<file path="src/rtl/stream_pkg.sv">
// Shared types and constants for the frame-to-UART streamer.
// Latency: none (declarations only).
// Backpressure: none (declarations only).
// Contents: FSM state enum, default header bytes, baud divisor helper.
package stream_pkg;

    typedef enum logic [2:0] {
        ST_IDLE,
        ST_HDR0,
        ST_HDR1,
        ST_PAYLOAD,
        ST_CSUM,
        ST_FINISH
    } state_t;

    localparam logic [7:0] HDR0_DEFAULT = 8'hA5;
    localparam logic [7:0] HDR1_DEFAULT = 8'h5A;

    // Cycles per UART bit, floor of clk_hz / baud.
    function automatic int calc_baud_div(input int clk_hz, input int baud);
        return clk_hz / baud;
    endfunction

endpackage

</file>
<file path="src/rtl/uart_tx_byte.sv">
// 8N1 byte serializer, LSB first; start bit begins the cycle after acceptance.
// Latency: 1 cycle from accept to start bit; a byte occupies 10*BAUD_DIV cycles.
// Backpressure: ready_out high while idle and in the last stop-bit cycle, so bytes chain with no gap.
// Ports: clk_in, rst_in (async, active high), data_in[7:0]/valid_in/ready_out byte handshake,
//        txd_out serial line (idles high).
module uart_tx_byte #(
    parameter int BAUD_DIV = 868
) (
    input  logic       clk_in,
    input  logic       rst_in,
    input  logic [7:0] data_in,
    input  logic       valid_in,
    output logic       ready_out,
    output logic       txd_out
);

    localparam int CW = $clog2(BAUD_DIV);
    localparam logic [CW-1:0] BAUD_LAST = CW'(BAUD_DIV - 1);

    logic          busy_q, busy_d;
    logic [8:0]    shift_q, shift_d;    // remaining bits: data then stop
    logic [CW-1:0] baud_q, baud_d;
    logic [3:0]    bit_q, bit_d;        // 0 = start, 1..8 = data, 9 = stop
    logic          txd_q, txd_d;
    logic          bit_end;

    always_comb begin
        busy_d  = busy_q;
        shift_d = shift_q;
        baud_d  = baud_q;
        bit_d   = bit_q;
        txd_d   = txd_q;

        bit_end   = busy_q && (baud_q == BAUD_LAST);
        ready_out = !busy_q || (bit_end && (bit_q == 4'd9));

        if (busy_q) begin
            if (bit_end) begin
                baud_d = '0;
                if (bit_q == 4'd9) begin
                    busy_d = 1'b0;
                    txd_d  = 1'b1;
                end else begin
                    bit_d   = bit_q + 4'd1;
                    txd_d   = shift_q[0];
                    shift_d = {1'b1, shift_q[8:1]};
                end
            end else begin
                baud_d = baud_q + 1'b1;
            end
        end

        // A new byte overrides the stop-bit wind-down so it follows seamlessly.
        if (valid_in && ready_out) begin
            busy_d  = 1'b1;
            shift_d = {1'b1, data_in};
            txd_d   = 1'b0;
            baud_d  = '0;
            bit_d   = '0;
        end
    end

    always_ff @(posedge clk_in or posedge rst_in) begin
        if (rst_in) begin
            busy_q  <= 1'b0;
            shift_q <= '1;
            baud_q  <= '0;
            bit_q   <= '0;
            txd_q   <= 1'b1;
        end else begin
            busy_q  <= busy_d;
            shift_q <= shift_d;
            baud_q  <= baud_d;
            bit_q   <= bit_d;
            txd_q   <= txd_d;
        end
    end

    assign txd_out = txd_q;

endmodule

</file>
<file path="src/rtl/frame_uart_streamer.sv">
// Streams one stored frame as a UART packet: HDR0, HDR1, NUM_PIXELS payload bytes, 8-bit sum checksum.
// Latency: start_in at t -> busy_out at t+1 -> first start bit at t+2; done_out the cycle after the last stop bit.
// Backpressure: start_in is ignored while busy; BRAM reads are prefetched one byte ahead of the serializer.
// Ports: clk_in, rst_in (async assert, sync release), start_in, rd_addr_out/rd_data_in BRAM read port,
//        busy_out, done_out, uart_txd_out.
module frame_uart_streamer
    import stream_pkg::*;
#(
    parameter int         CLK_HZ      = 100_000_000,
    parameter int         BAUD        = 115200,
    parameter int         ADDR_W      = 16,
    parameter int         NUM_PIXELS  = 57600,
    parameter int         RAM_LATENCY = 2,
    parameter logic [7:0] HDR0        = HDR0_DEFAULT,
    parameter logic [7:0] HDR1        = HDR1_DEFAULT
) (
    input  logic              clk_in,
    input  logic              rst_in,
    input  logic              start_in,
    output logic [ADDR_W-1:0] rd_addr_out,
    input  logic [7:0]        rd_data_in,
    output logic              busy_out,
    output logic              done_out,
    output logic              uart_txd_out
);

    localparam int              BAUD_DIV = calc_baud_div(CLK_HZ, BAUD);
    localparam logic [ADDR_W:0] PIX_LAST = (ADDR_W + 1)'(NUM_PIXELS - 1);

    // Reset asserts immediately, releases two clock edges later.
    logic rst_meta_q, rst_sync_q;

    always_ff @(posedge clk_in or posedge rst_in) begin
        if (rst_in) begin
            rst_meta_q <= 1'b1;
            rst_sync_q <= 1'b1;
        end else begin
            rst_meta_q <= 1'b0;
            rst_sync_q <= rst_meta_q;
        end
    end

    state_t              state_q, state_d;
    logic [ADDR_W-1:0]   rd_addr_q, rd_addr_d;
    logic [ADDR_W:0]     pix_cnt_q, pix_cnt_d;      // payload bytes accepted so far
    logic [7:0]          csum_q, csum_d;
    logic [7:0]          hold_q, hold_d;
    logic                hold_vld_q, hold_vld_d;
    logic [RAM_LATENCY:0] rd_pipe_q, rd_pipe_d;    // in-flight read tokens
    logic                busy_q, busy_d;
    logic                done_q, done_d;
    logic                issue;
    logic                tx_valid, tx_ready;
    logic [7:0]          tx_data;

    always_comb begin
        state_d    = state_q;
        rd_addr_d  = rd_addr_q;
        pix_cnt_d  = pix_cnt_q;
        csum_d     = csum_q;
        hold_d     = hold_q;
        hold_vld_d = hold_vld_q;
        busy_d     = busy_q;
        done_d     = 1'b0;
        issue      = 1'b0;
        tx_valid   = 1'b0;
        tx_data    = 8'h00;

        case (state_q)
            ST_IDLE: begin
                if (start_in) begin
                    state_d    = ST_HDR0;
                    busy_d     = 1'b1;
                    rd_addr_d  = '0;
                    pix_cnt_d  = '0;
                    csum_d     = '0;
                    hold_vld_d = 1'b0;
                    issue      = 1'b1;
                end
            end
            ST_HDR0: begin
                tx_valid = 1'b1;
                tx_data  = HDR0;
                if (tx_ready) state_d = ST_HDR1;
            end
            ST_HDR1: begin
                tx_valid = 1'b1;
                tx_data  = HDR1;
                if (tx_ready) state_d = ST_PAYLOAD;
            end
            ST_PAYLOAD: begin
                tx_valid = hold_vld_q;
                tx_data  = hold_q;
                if (hold_vld_q && tx_ready) begin
                    csum_d     = csum_q + hold_q;
                    hold_vld_d = 1'b0;
                    pix_cnt_d  = pix_cnt_q + 1'b1;
                    if (pix_cnt_q == PIX_LAST) begin
                        state_d = ST_CSUM;
                    end else begin
                        // Prefetch the next pixel while this one is on the wire.
                        rd_addr_d = rd_addr_q + 1'b1;
                        issue     = 1'b1;
                    end
                end
            end
            ST_CSUM: begin
                tx_valid = 1'b1;
                tx_data  = csum_q;
                if (tx_ready) state_d = ST_FINISH;
            end
            ST_FINISH: begin
                // tx_ready here marks the final cycle of the checksum stop bit.
                if (tx_ready) begin
                    state_d = ST_IDLE;
                    busy_d  = 1'b0;
                    done_d  = 1'b1;
                end
            end
            default: state_d = ST_IDLE;
        endcase

        // Token reaches the top stage when rd_data_in reflects the registered address.
        rd_pipe_d = {rd_pipe_q[RAM_LATENCY-1:0], issue};
        if (rd_pipe_q[RAM_LATENCY]) begin
            hold_d     = rd_data_in;
            hold_vld_d = 1'b1;
        end
    end

    always_ff @(posedge clk_in or posedge rst_sync_q) begin
        if (rst_sync_q) begin
            state_q    <= ST_IDLE;
            rd_addr_q  <= '0;
            pix_cnt_q  <= '0;
            csum_q     <= '0;
            hold_q     <= '0;
            hold_vld_q <= 1'b0;
            rd_pipe_q  <= '0;
            busy_q     <= 1'b0;
            done_q     <= 1'b0;
        end else begin
            state_q    <= state_d;
            rd_addr_q  <= rd_addr_d;
            pix_cnt_q  <= pix_cnt_d;
            csum_q     <= csum_d;
            hold_q     <= hold_d;
            hold_vld_q <= hold_vld_d;
            rd_pipe_q  <= rd_pipe_d;
            busy_q     <= busy_d;
            done_q     <= done_d;
        end
    end

    uart_tx_byte #(
        .BAUD_DIV (BAUD_DIV)
    ) u_tx (
        .clk_in    (clk_in),
        .rst_in    (rst_sync_q),
        .data_in   (tx_data),
        .valid_in  (tx_valid),
        .ready_out (tx_ready),
        .txd_out   (uart_txd_out)
    );

    assign rd_addr_out = rd_addr_q;
    assign busy_out    = busy_q;
    assign done_out    = done_q;

endmodule

</file>
<file path="config.mk">
export PLATFORM = sky130hd
export DESIGN_NAME = frame_uart_streamer
export DESIGN_NICKNAME = d
export VERILOG_FILES = /design/src/rtl/stream_pkg.sv /design/src/rtl/uart_tx_byte.sv /design/src/rtl/frame_uart_streamer.sv
export SDC_FILE = /design/constraint.sdc
export NUM_CORES = 1
export LEC_CHECK = 0
export CORE_MARGIN = 2
export CORE_UTILIZATION = 40
export CTS_BUF_LIST = sky130_fd_sc_hd__clkbuf_8
export CTS_CLUSTER_SIZE = 28
export DETAILED_ROUTE_END_ITERATION = 8
export HOLD_SLACK_MARGIN = 0.12
export SYNTH_ARGS = -nofsm -noshare
export SYNTH_HDL_FRONTEND = slang
export SYNTH_HIERARCHICAL = 1
export SYNTH_SLANG_ARGS = --single-unit
export TNS_END_PERCENT = 30
</file>
<file path="constraint.sdc">
create_clock -name clk_in -period 1.7 [get_ports clk_in]
set_input_delay 0.34 -clock clk_in [delete_from_list [all_inputs] [get_ports clk_in]]
set_output_delay 0.34 -clock clk_in [all_outputs]
set_load 0.01 [all_outputs]
</file>
After elaboration in Yosys (flattened, before gate mapping)
Cells that the tools add are included.
{ "word_totals": {"memories": 0, "reg_bits": 85, "in_bits": 11, "latch_bits": 0, "ram_bits": 0, "rom_bits": 0} }
{ "op_classes": {"n_lt_le_gt_ge": 0, "reduce_logical": 20, "div": 0, "muxes": 52, "bitwise_logic": 0, "addsub": 5, "n_eq_ne": 19, "mul": 0, "shifts": 0} }
{ "op_table": {"columns": ["operator", "n"], "rows": [
  ["$mux 16", 3],
  ["$mux 9", 4],
  ["$mux 17", 2],
  ["$pmux 17 s2", 1],
  ["$pmux 16 s2", 1],
  ["$pmux 8 s4", 1],
  ["$mux 10", 3],
  ["$mux 3", 7],
  ["$mux 1", 18],
  ["$ne 2x2->1 const B", 9],
  ["$pmux 3 s6", 1],
  ["$add 17x1->17 const B", 1],
  ["$eq 17x16->1 const B", 1],
  ["$add 16x1->16 const B", 1],
  ["$mux 4", 4],
  ["$mux 8", 2],
  ["$pmux 8 s2", 1],
  ["$reduce_and 3->1", 4],
  ["$add 10x1->10 const B", 1],
  ["$eq 10x10->1 const B", 1],
  ["$add 8x8->8", 1],
  ["$pmux 1 s2", 4],
  ["$reduce_bool 2->1", 4],
  ["$reduce_and 7->1", 1],
  ["14 further kinds", 20]
]} }

Logic depth before layout (Yosys ltp)
Gate-level depths: netlist (run 1).
{ "logic_depth": {"ltp_word": 8, "depth_mapped": 10, "ltp_nobuf": 9} }

By module
The synthesis (run 1) kept the hierarchy.
{ "by_module_without_submodules": {"columns": ["mod", "cells_per_inst", "instances", "area_each_um2"], "rows": [
  ["frame_uart_streamer", 344, 1, 3289.4],
  ["uart_tx_byte", 124, 1, 1287.5]
]} }

Worst setup path before layout (run 1)
Ideal clock, no wire load.
{ "synth_path": {"path_type": "flip-flop to flip-flop", "start": "register state_q[2]", "end": "register u_tx.shift_q[1]", "t_required_ns": 1.617, "arrival_time_ns": 2.418, "slack_ns": -0.801, "path_buffers": 3, "setup_ns": 0.083, "path_stages_with_launch": 11, "cell_sequence": "dfrtp_1 -> buf_2 -> inv_1 -> o21ai_0 -> a221oi_1 -> or2_2 -> buf_1 -> nand2_1 -> or2_0 -> buf_2 -> a221o_1"} }
{ "synth_between": {"elab_chain_len": 6} }
{ "synth_rtl": {"columns": ["item", "line_no", "source"], "rows": [
  ["start, declared", "frame_uart_streamer.sv:43", "state_t state_q, state_d;"],
  ["start signal, assigned", "frame_uart_streamer.sv:143", "state_q <= state_d;"],
  ["$eq 3x3->1, or another cell as far along", "frame_uart_streamer.sv:69", "case (state_q)"],
  ["$reduce_or 3->1 (no line)", null, null],
  ["$pmux 1 s2 *", "frame_uart_streamer.sv:69", null],
  ["via tx_valid", "frame_uart_streamer.sv:53", "logic tx_valid, tx_ready;"],
  ["$logic_and 1x1->1 *", "uart_tx_byte.sv:54", "if (valid_in && ready_out) begin"],
  ["$ne 2x2->1 (no line) / $reduce_bool 2->1 (equally long branches)", null, null],
  ["$reduce_and 3->1 (no line)", null, null],
  ["end signal, assigned", "uart_tx_byte.sv:72", "shift_q <= shift_d;"],
  ["end, declared", "uart_tx_byte.sv:21", "logic [8:0] shift_q, shift_d;"]
]} }
Mark *: on every way through the listed nets, which the timed path passes. The rest lies on a longest branch.
A chain may end at the register's enable or synchronous reset.

Worst setup path in the final report (run 1)
{ "layout_path": {"start": "register u_tx.baud_q[2]", "end": "register rd_addr_q[11] (netlist: rd_addr_out[11])"} }
{ "layout_between": {"elab_chain_len": 7} }
{ "layout_rtl": {"columns": ["item", "line_no", "source"], "rows": [
  ["start, declared", "uart_tx_byte.sv:22", "logic [CW-1:0] baud_q, baud_d;"],
  ["start signal, assigned", "uart_tx_byte.sv:73", "baud_q <= baud_d;"],
  ["$eq 10x10->1", "uart_tx_byte.sv:34", "bit_end = busy_q && (baud_q == BAUD_LAST);"],
  ["$logic_and 1x1->1", "uart_tx_byte.sv:34", null],
  ["$logic_and 1x1->1", "uart_tx_byte.sv:35", "ready_out = !busy_q || (bit_end && (bit_q == 4'd9));"],
  ["$logic_or 1x1->1", "uart_tx_byte.sv:35", null],
  ["via tx_ready", "frame_uart_streamer.sv:53", null],
  ["$logic_and 1x1->1", "frame_uart_streamer.sv:94", "if (hold_vld_q && tx_ready) begin"],
  ["$ne 2x2->1 (no line)", null, null],
  ["$reduce_and 4->1 (no line)", null, null],
  ["end signal, assigned", "frame_uart_streamer.sv:144", "rd_addr_q <= rd_addr_d;"],
  ["end, declared", "frame_uart_streamer.sv:44", "logic [ADDR_W-1:0] rd_addr_q, rd_addr_d;"]
]} }
The timed path passes the listed nets, and every way through them passes these cells.

==> flow_summary.json, run 1 <==
{
  "status": "finished with violations",
  "violations": "setup timing",
  "r2r-end": "rd_addr_out[11]",
  "cts_sinks": 84,
  "finClkSkew_ns": 0.0205,
  "fin_nets": 654,
  "grt_pass1_wl_um": 21000,
  "period_share_pct": 135,
  "synth_top_area_share_pct": 39.9,
  "start_util_pct": 40.6,
  "first_iter_violations": 194,
  "port_buffers": 29,
  "syn_inst": 468,
  "cp-end-kind": "flop",
  "yosysSeqAreaShare_pct": 46.2,
  "crit_path_start_kind": "flop",
  "reg2reg_depth": 10,
  "ir_drop_uv": 369,
  "grt_usage_pct": 20.9,
  "synth_area_leaders": "dfrtp_1 40%, dfstp_2 6.3%, o21ai_0 3.8%, nand2_1 3.5%, ha_1 3.3%",
  "max_cap_violations": 0,
  "antenna_found_initial": 0,
  "leakage_nw": 3.01,
  "drive_gt1_share_pct": 35.9,
  "synth_top_cell_by_area": "dfrtp_1",
  "die_area_um2": 12300,
  "place_inst": 741,
  "synthToLayoutAreaGrowth_pct": 43.4,
  "min_period_ns": 2.30,
  "syn_avg_cell_area_um2": 9.78,
  "routabilityCongestion": 0.862,
  "finalHoldViolations": 0,
  "grt_pass1_vias": 4340,
  "clk_latency_ns": 0.38,
  "crit_path_end": "rd_addr_out[11]",
  "chipHeight_um": 111,
  "root_buffer": "clkbuf_8",
  "n_antenna_cell": 0,
  "worstPathRequired_ns": 1.95,
  "final_util_pct": 58.2,
  "synth_seq_cells": 84,
  "hold_path.class": "flop to asynchronous set/reset pin",
  "multi_input_area_um2": 2570,
  "core_um2": 11300,
  "io_pins": 30,
  "crit_arrival_ns": 2.55,
  "overflow": 0,
  "cts_buffers": 9,
  "dp_hpwl_um": 8770,
  "ant_nets": 0,
  "regArea_um2": 2120,
  "cts_hold_buf": 0,
  "clkTransAtPathRegs_ns": 0.10,
  "fin_cells": 778,
  "crit_path_max_fanout": 5,
  "cts_tree": "yes",
  "ys_async_sr_fraction_pct": 100,
  "grt_max_degree": 27,
  "power.total_mw": 3.58,
  "die_w_um": 111,
  "power.density_nw_per_um2": 546,
  "synth-edff-count": 0,
  "startpoint": "u_tx/baud_q[2]",
  "maxSlewViolCount": 0,
  "routedWlPerCell_um": 15.7,
  "rrSetupSlack_ns": -0.60,
  "filler_cell_count": 996,
  "rows": 39,
  "drt-pass1-iter-count": 4,
  "htree_levels": 3,
  "drc": 0,
  "max_freq_mhz": 435,
  "num_vias": 4251,
  "wirelength_um": 12200,
  "synth_cell_types": 71,
  "dominantRegCellSynth": "dfrtp_1",
  "criticalPathCategory": "flop to flop",
  "cts.path.max_buffers": 2,
  "synth_nets": 492,
  "ys.warnings.count": 6,
  "final-setup-viol-count": 58,
  "netlist_area_um2": 4580,
  "rsz0062_at_grt": "true",
  "timing.final.ws_setup_ns": -0.599,
  "r2r-start": "u_tx/baud_q[2]",
  "vias_per_cell": 5.46
}
worst max-delay path, cell delays in order, from the launching register on:
cell and delay, ns:
dfrtp_2 0.43, nor4b_4 0.31, and3_4 0.23, a21o_4 0.12, nand4_1 0.09, buf_6 0.15
buf_4 0.13, a21o_4 0.22, buf_6 0.12, o311ai_4 0.27, o41ai_2 0.11
what timing repair did:
action | 4_1_cts | 5_1_grt
buffers inserted | 11 | 10
setup endpoints to repair | 77 | 70
pin swaps | 30 | 12
gates resized for setup | 56 | 32
cloned | 1 | 0
area by class of cell:
class | count | share of cell area, %
repair buffers | 168 | 21.6
clock buffers | 9 | 1.89
multi-input cells | 346 | 39.2
flip-flops and latches | 84 | 32.3
inverters | 21 | 1.35
clock inverters | 7 | 0.896
well taps | 143 | 2.73
cells in the mapped netlist (5+ instances only):
library cell and instances:
ha_1 12, a31oi_1 11, nand2_1 43, buf_2 9
a21o_1 7, a21oi_1 24, a221o_1 8, nand3_1 17
and3_1 17, and2_1 5, clkbuf_1 6, dfstp_2 11
dfrtp_1 73, nand4_1 15, mux2_2 8, nor2_1 35
and4_1 6, o21ai_0 35, xnor2_1 8, xor2_1 13
o211ai_1 5, or3_1 5, a22o_1 6, inv_1 20
routing by layer:
| metal | share of wire (%) | wire [um] | GRT usage [%] |
|---|---|---|---|
| met5 | 0 | 0 | 0 |
| met2 | 50 | 6070 | 35.3 |
| met4 | 1.7 | 211 | 8.25 |
| met1 | 46 | 5680 | 27.1 |
| met3 | 2.2 | 273 | 2.90 |
where the power goes:
group	switching (mW)	internal (mW)
Combinational	0.0856	0.0808
Clock	0.844	0.551
Sequential	0.00764	2.01
Total	0.937	2.64
registers in the layout (all words and copies together), names as in the netlist:
name	count
done_out	1
pix_cnt_q	17
rst_meta_q	1
state_q	3
u_tx/bit_q	4
u_tx/shift_q	8
hold_vld_q	1
u_tx/busy_q	1
u_tx/baud_q	10
rd_pipe_q	3
busy_out	1
rd_addr_out	16
csum_q	8
hold_q	8
u_tx/txd_out	1
rst_sync_q	1
cells by family after synthesis:
logic type                 after synthesis  share of synthesized area (%)
AOI/OAI and AO/OA                      127                           19.1
DFF                                     84                           46.2
adders and majority gates               13                           3.72
other                                    1                         0.0819
buffers and inverters                   39                           3.61
muxes                                   11                           2.62
and+or+nand+nor                        172                           20.6
xor gates and xnor gates                21                           4.02
per-stage QoR:
step	setup TNS (ns)	setup slack [ns]	cell area, um2	hold slack (ns)
2_1_floorplan	-25.57	-0.520	4700	0.252
3_3_place_gp	-22.59	-0.537	5950	0.291
3_5_place_dp	-24.82	-0.593	5950	0.300
4_1_cts	-20.23	-0.570	6390	0.281
5_1_grt	-31.73	-0.755	6560	0.302
6_report	-23.95	-0.599	6560	0.268
worst min path at each step:
stage / start / to / slack (ns) / cells past startpoint
final: rst_sync_q / state_q[2] / 0.27 / 1
after global routing: rst_in / rst_meta_q / 0.30 / 2
after CTS: rst_in / rst_sync_q / 0.28 / 2
after detailed placement: rst_sync_q / done_out / 0.30 / 1
after global placement: rst_sync_q / done_out / 0.29 / 1
after floorplan: rst_in / rst_meta_q / 0.25 / 1
cells in the final DEF (no fill, tap or decap), types with 4 or more instances in the layout:
cell type	Yosys	layout
nand2_2	0	6
mux2_2	8	7
nor2_2	0	4
nor2_1	35	30
nand4_1	15	15
inv_1	20	17
a22o_1	6	6
a31oi_1	11	11
clkdlybuf4s50_1	0	13
buf_4	0	117
xnor2_1	8	8
or3_1	5	5
dfrtp_1	73	70
o211ai_1	5	5
dfstp_2	11	11
nand2_1	43	37
a221o_1	8	8
and2_1	5	5
a21o_1	7	5
nand3_1	17	16
dlygate4sd2_1	0	13
a21oi_2	1	4
ha_1	12	11
xor2_1	13	13
a21oi_1	24	19
and4_1	6	5
o21ai_1	1	11
and3_1	17	16
buf_6	1	20
o21ai_0	35	21
clkbuf_8	0	9
Note: power is estimated with default switching activity, not from simulation.
==> run 2: changes to the inputs <==
--- a/config.mk
+++ b/config.mk
@@ -5,12 +5,15 @@
 export SDC_FILE = /design/constraint.sdc
 export NUM_CORES = 1
 export LEC_CHECK = 0
+export ABC_CLOCK_PERIOD_IN_PS = 1700
 export CORE_MARGIN = 2
 export CORE_UTILIZATION = 40
 export CTS_BUF_LIST = sky130_fd_sc_hd__clkbuf_8
 export CTS_CLUSTER_SIZE = 28
 export DETAILED_ROUTE_END_ITERATION = 8
 export HOLD_SLACK_MARGIN = 0.12
+export REMOVE_ABC_BUFFERS = 1
+export SLEW_MARGIN = 20
 export SYNTH_ARGS = -nofsm -noshare
 export SYNTH_HDL_FRONTEND = slang
 export SYNTH_HIERARCHICAL = 1
==> run 2 against run 1 <==
Effect of this change:
- the flow still finishes with violations (setup timing)
- setup slack got worse by 0.043 ns
- combinational power shrank 3%
- non-clock buffer count decreased by 8
- total power increased by 1.4%
- clock skew decreased by 0.0018 ns
- highest routed layer unchanged
==> flow_summary.json, run 2 (synthesis gave the netlist of run 1 again) <==
{
  "status": "finished with violations",
  "violations": "setup timing",
  "clk_latency_ns": 0.36,
  "antenna_found_initial": 0,
  "clkTransAtPathRegs_ns": 0.10,
  "crit_chain": "nor4b_4, and3_4, a21o_1, nand4_1, buf_4, a21o_4, or3_1, a21oi_2",
  "crit_path_end": "pix_cnt_q[3]",
  "cts.path.max_buffers": 2,
  "top_register": "pix_cnt_q",
  "finClkSkew_ns": 0.0186,
  "core_um2": 11300,
  "drc": 0,
  "reg2reg_depth": 8,
  "grt_usage_pct": 20.6,
  "htree_levels": 3,
  "worstPathRequired_ns": 1.99,
  "r2r-end": "pix_cnt_q[3]",
  "die_area_um2": 12300,
  "drive_gt1_share_pct": 31.8,
  "ant_nets": 0,
  "dp_slack_ns": -0.701,
  "slowest_stage": "dfrtp_1",
  "criticalPathCategory": "flop to flop",
  "min_period_ns": 2.34,
  "whs_ns": 0.289,
  "final_cell_mix": "121 x buf_4, 72 x dfrtp_1, 43 x nand2_1",
  "ir_drop_uv": 408,
  "grt_pass1_wl_um": 20900,
  "n_antenna_cell": 0,
  "period_share_pct": 138,
  "die_w_um": 111,
  "finalHoldViolations": 0,
  "rrSetupSlack_ns": -0.64,
  "r2r-start": "u_tx/baud_q[2]",
  "max_cap_violations": 0,
  "cp-end-kind": "flop",
  "leakage_nw": 2.90,
  "rows": 39,
  "hold_path.class": "input pin to asynchronous set/reset pin",
  "vias_per_cell": 5.48,
  "grt_max_degree": 59,
  "cts_sinks": 84,
  "largest_reg_flops": 17,
  "chipHeight_um": 111,
  "routedWlPerCell_um": 16.0,
  "timing.final.ws_setup_ns": -0.642,
  "final-setup-viol-count": 69,
  "rsz0062_at_grt": "true",
  "power.total_mw": 3.63,
  "timing.setup.tns_ns": -27.93,
  "synthToLayoutAreaGrowth_pct": 38.3,
  "num_vias": 4217,
  "filler_cell_count": 972,
  "startpoint": "u_tx/baud_q[2]",
  "routabilityCongestion": 0.856,
  "grt_pass1_vias": 4394,
  "crit_path_max_fanout": 7,
  "crit_arrival_ns": 2.63,
  "dp_hpwl_um": 8760,
  "fin_nets": 645,
  "cts_tree": "yes",
  "first_iter_violations": 184,
  "drt-pass1-iter-count": 4,
  "max_freq_mhz": 427,
  "maxSlewViolCount": 0,
  "wirelength_um": 12300,
  "crit_path_max_incr_delay_ns": 0.42,
  "power.density_nw_per_um2": 574,
  "overflow": 0,
  "io_pins": 30,
  "crit_path_start_kind": "flop",
  "start_util_pct": 40.6,
  "cts_buffers": 9,
  "port_buffers": 29,
  "root_buffer": "clkbuf_8",
  "layout_commonest_cell": "buf_4"
}
run 2: cell count changes in the layout (fill, tap and decap cells not counted), moves of 3 or more:
cell | before | now
inv_6 | 3 | 0
buf_6 | 20 | 8
nor2_2 | 4 | 1
nand2_1 | 37 | 43
nand2_2 | 6 | 0
nor2_1 | 30 | 34
buf_4 | 117 | 121
run 2: repair_timing:
| item | CTS | global route |
|---|---|---|
| hold buffers | 0 | 0 |
| setup buffers | 11 | 5 |
| pin swaps | 32 | 23 |
| endpoints found under the hold margin | 0 | 0 |
| gates resized for setup | 36 | 37 |
| setup endpoints to repair | 75 | 74 |
run 2: power breakdown:
group	switching [mW]	total [mW]	internal, mW	leakage [nW]
registers	0.00714	2.02	2.01	0.965
clock network	0.778	1.45	0.674	0.0926
logic	0.0844	0.161	0.0762	1.84
run 2: final cells by class:
cell class,instances,area [um2],area share [%]
Clock buffer,9,124,1.96
Sequential cell,84,2120,33.4
Inverter,21,80.1,1.26
Tap cell,143,179,2.83
Clock inverter,7,70.1,1.11
Timing Repair Buffer,160,1320,20.9
Multi-Input combinational cell,345,2440,38.5
run 2: routing by layer:
layer  global-route usage, %  wire length, um  vias up
li1                        -                -     2029
met1                    26.9             5770     2105
met2                    35.6             6010       68
met3                    2.57              287       15
met4                    6.92              210        0
met5                       0                0        -
run 2: critical path: cells and delay by family, from the launching register on:
kind,cells,cell delay (ns)
buf+inv,1,0.20
simple gates,4,1.11
compound gates,3,0.55
flops,1,0.42
run 2: how the worst min path moves through the flow:
| stage | from | end | slack (ns) | cells past startpoint |
|---|---|---|---|---|
| after floorplan | rst_in | rst_meta_q | 0.25 | 1 |
| after global placement | rst_sync_q | u_tx/baud_q[0] | 0.32 | 2 |
| after detailed placement | rst_sync_q | u_tx/baud_q[1] | 0.32 | 2 |
| after CTS | rst_in | rst_sync_q | 0.29 | 2 |
| after global routing | rst_in | rst_sync_q | 0.29 | 2 |
| final | rst_in | rst_sync_q | 0.29 | 2 |
run 2: metrics by stage:
step,area (um2),cells,utilization [%]
CTS,6200,765,55.0
global placement,5850,739,51.9
detailed placement,5850,739,51.9
floorplan,4490,450,-
global route,6330,769,56.2
finish,6330,769,56.2
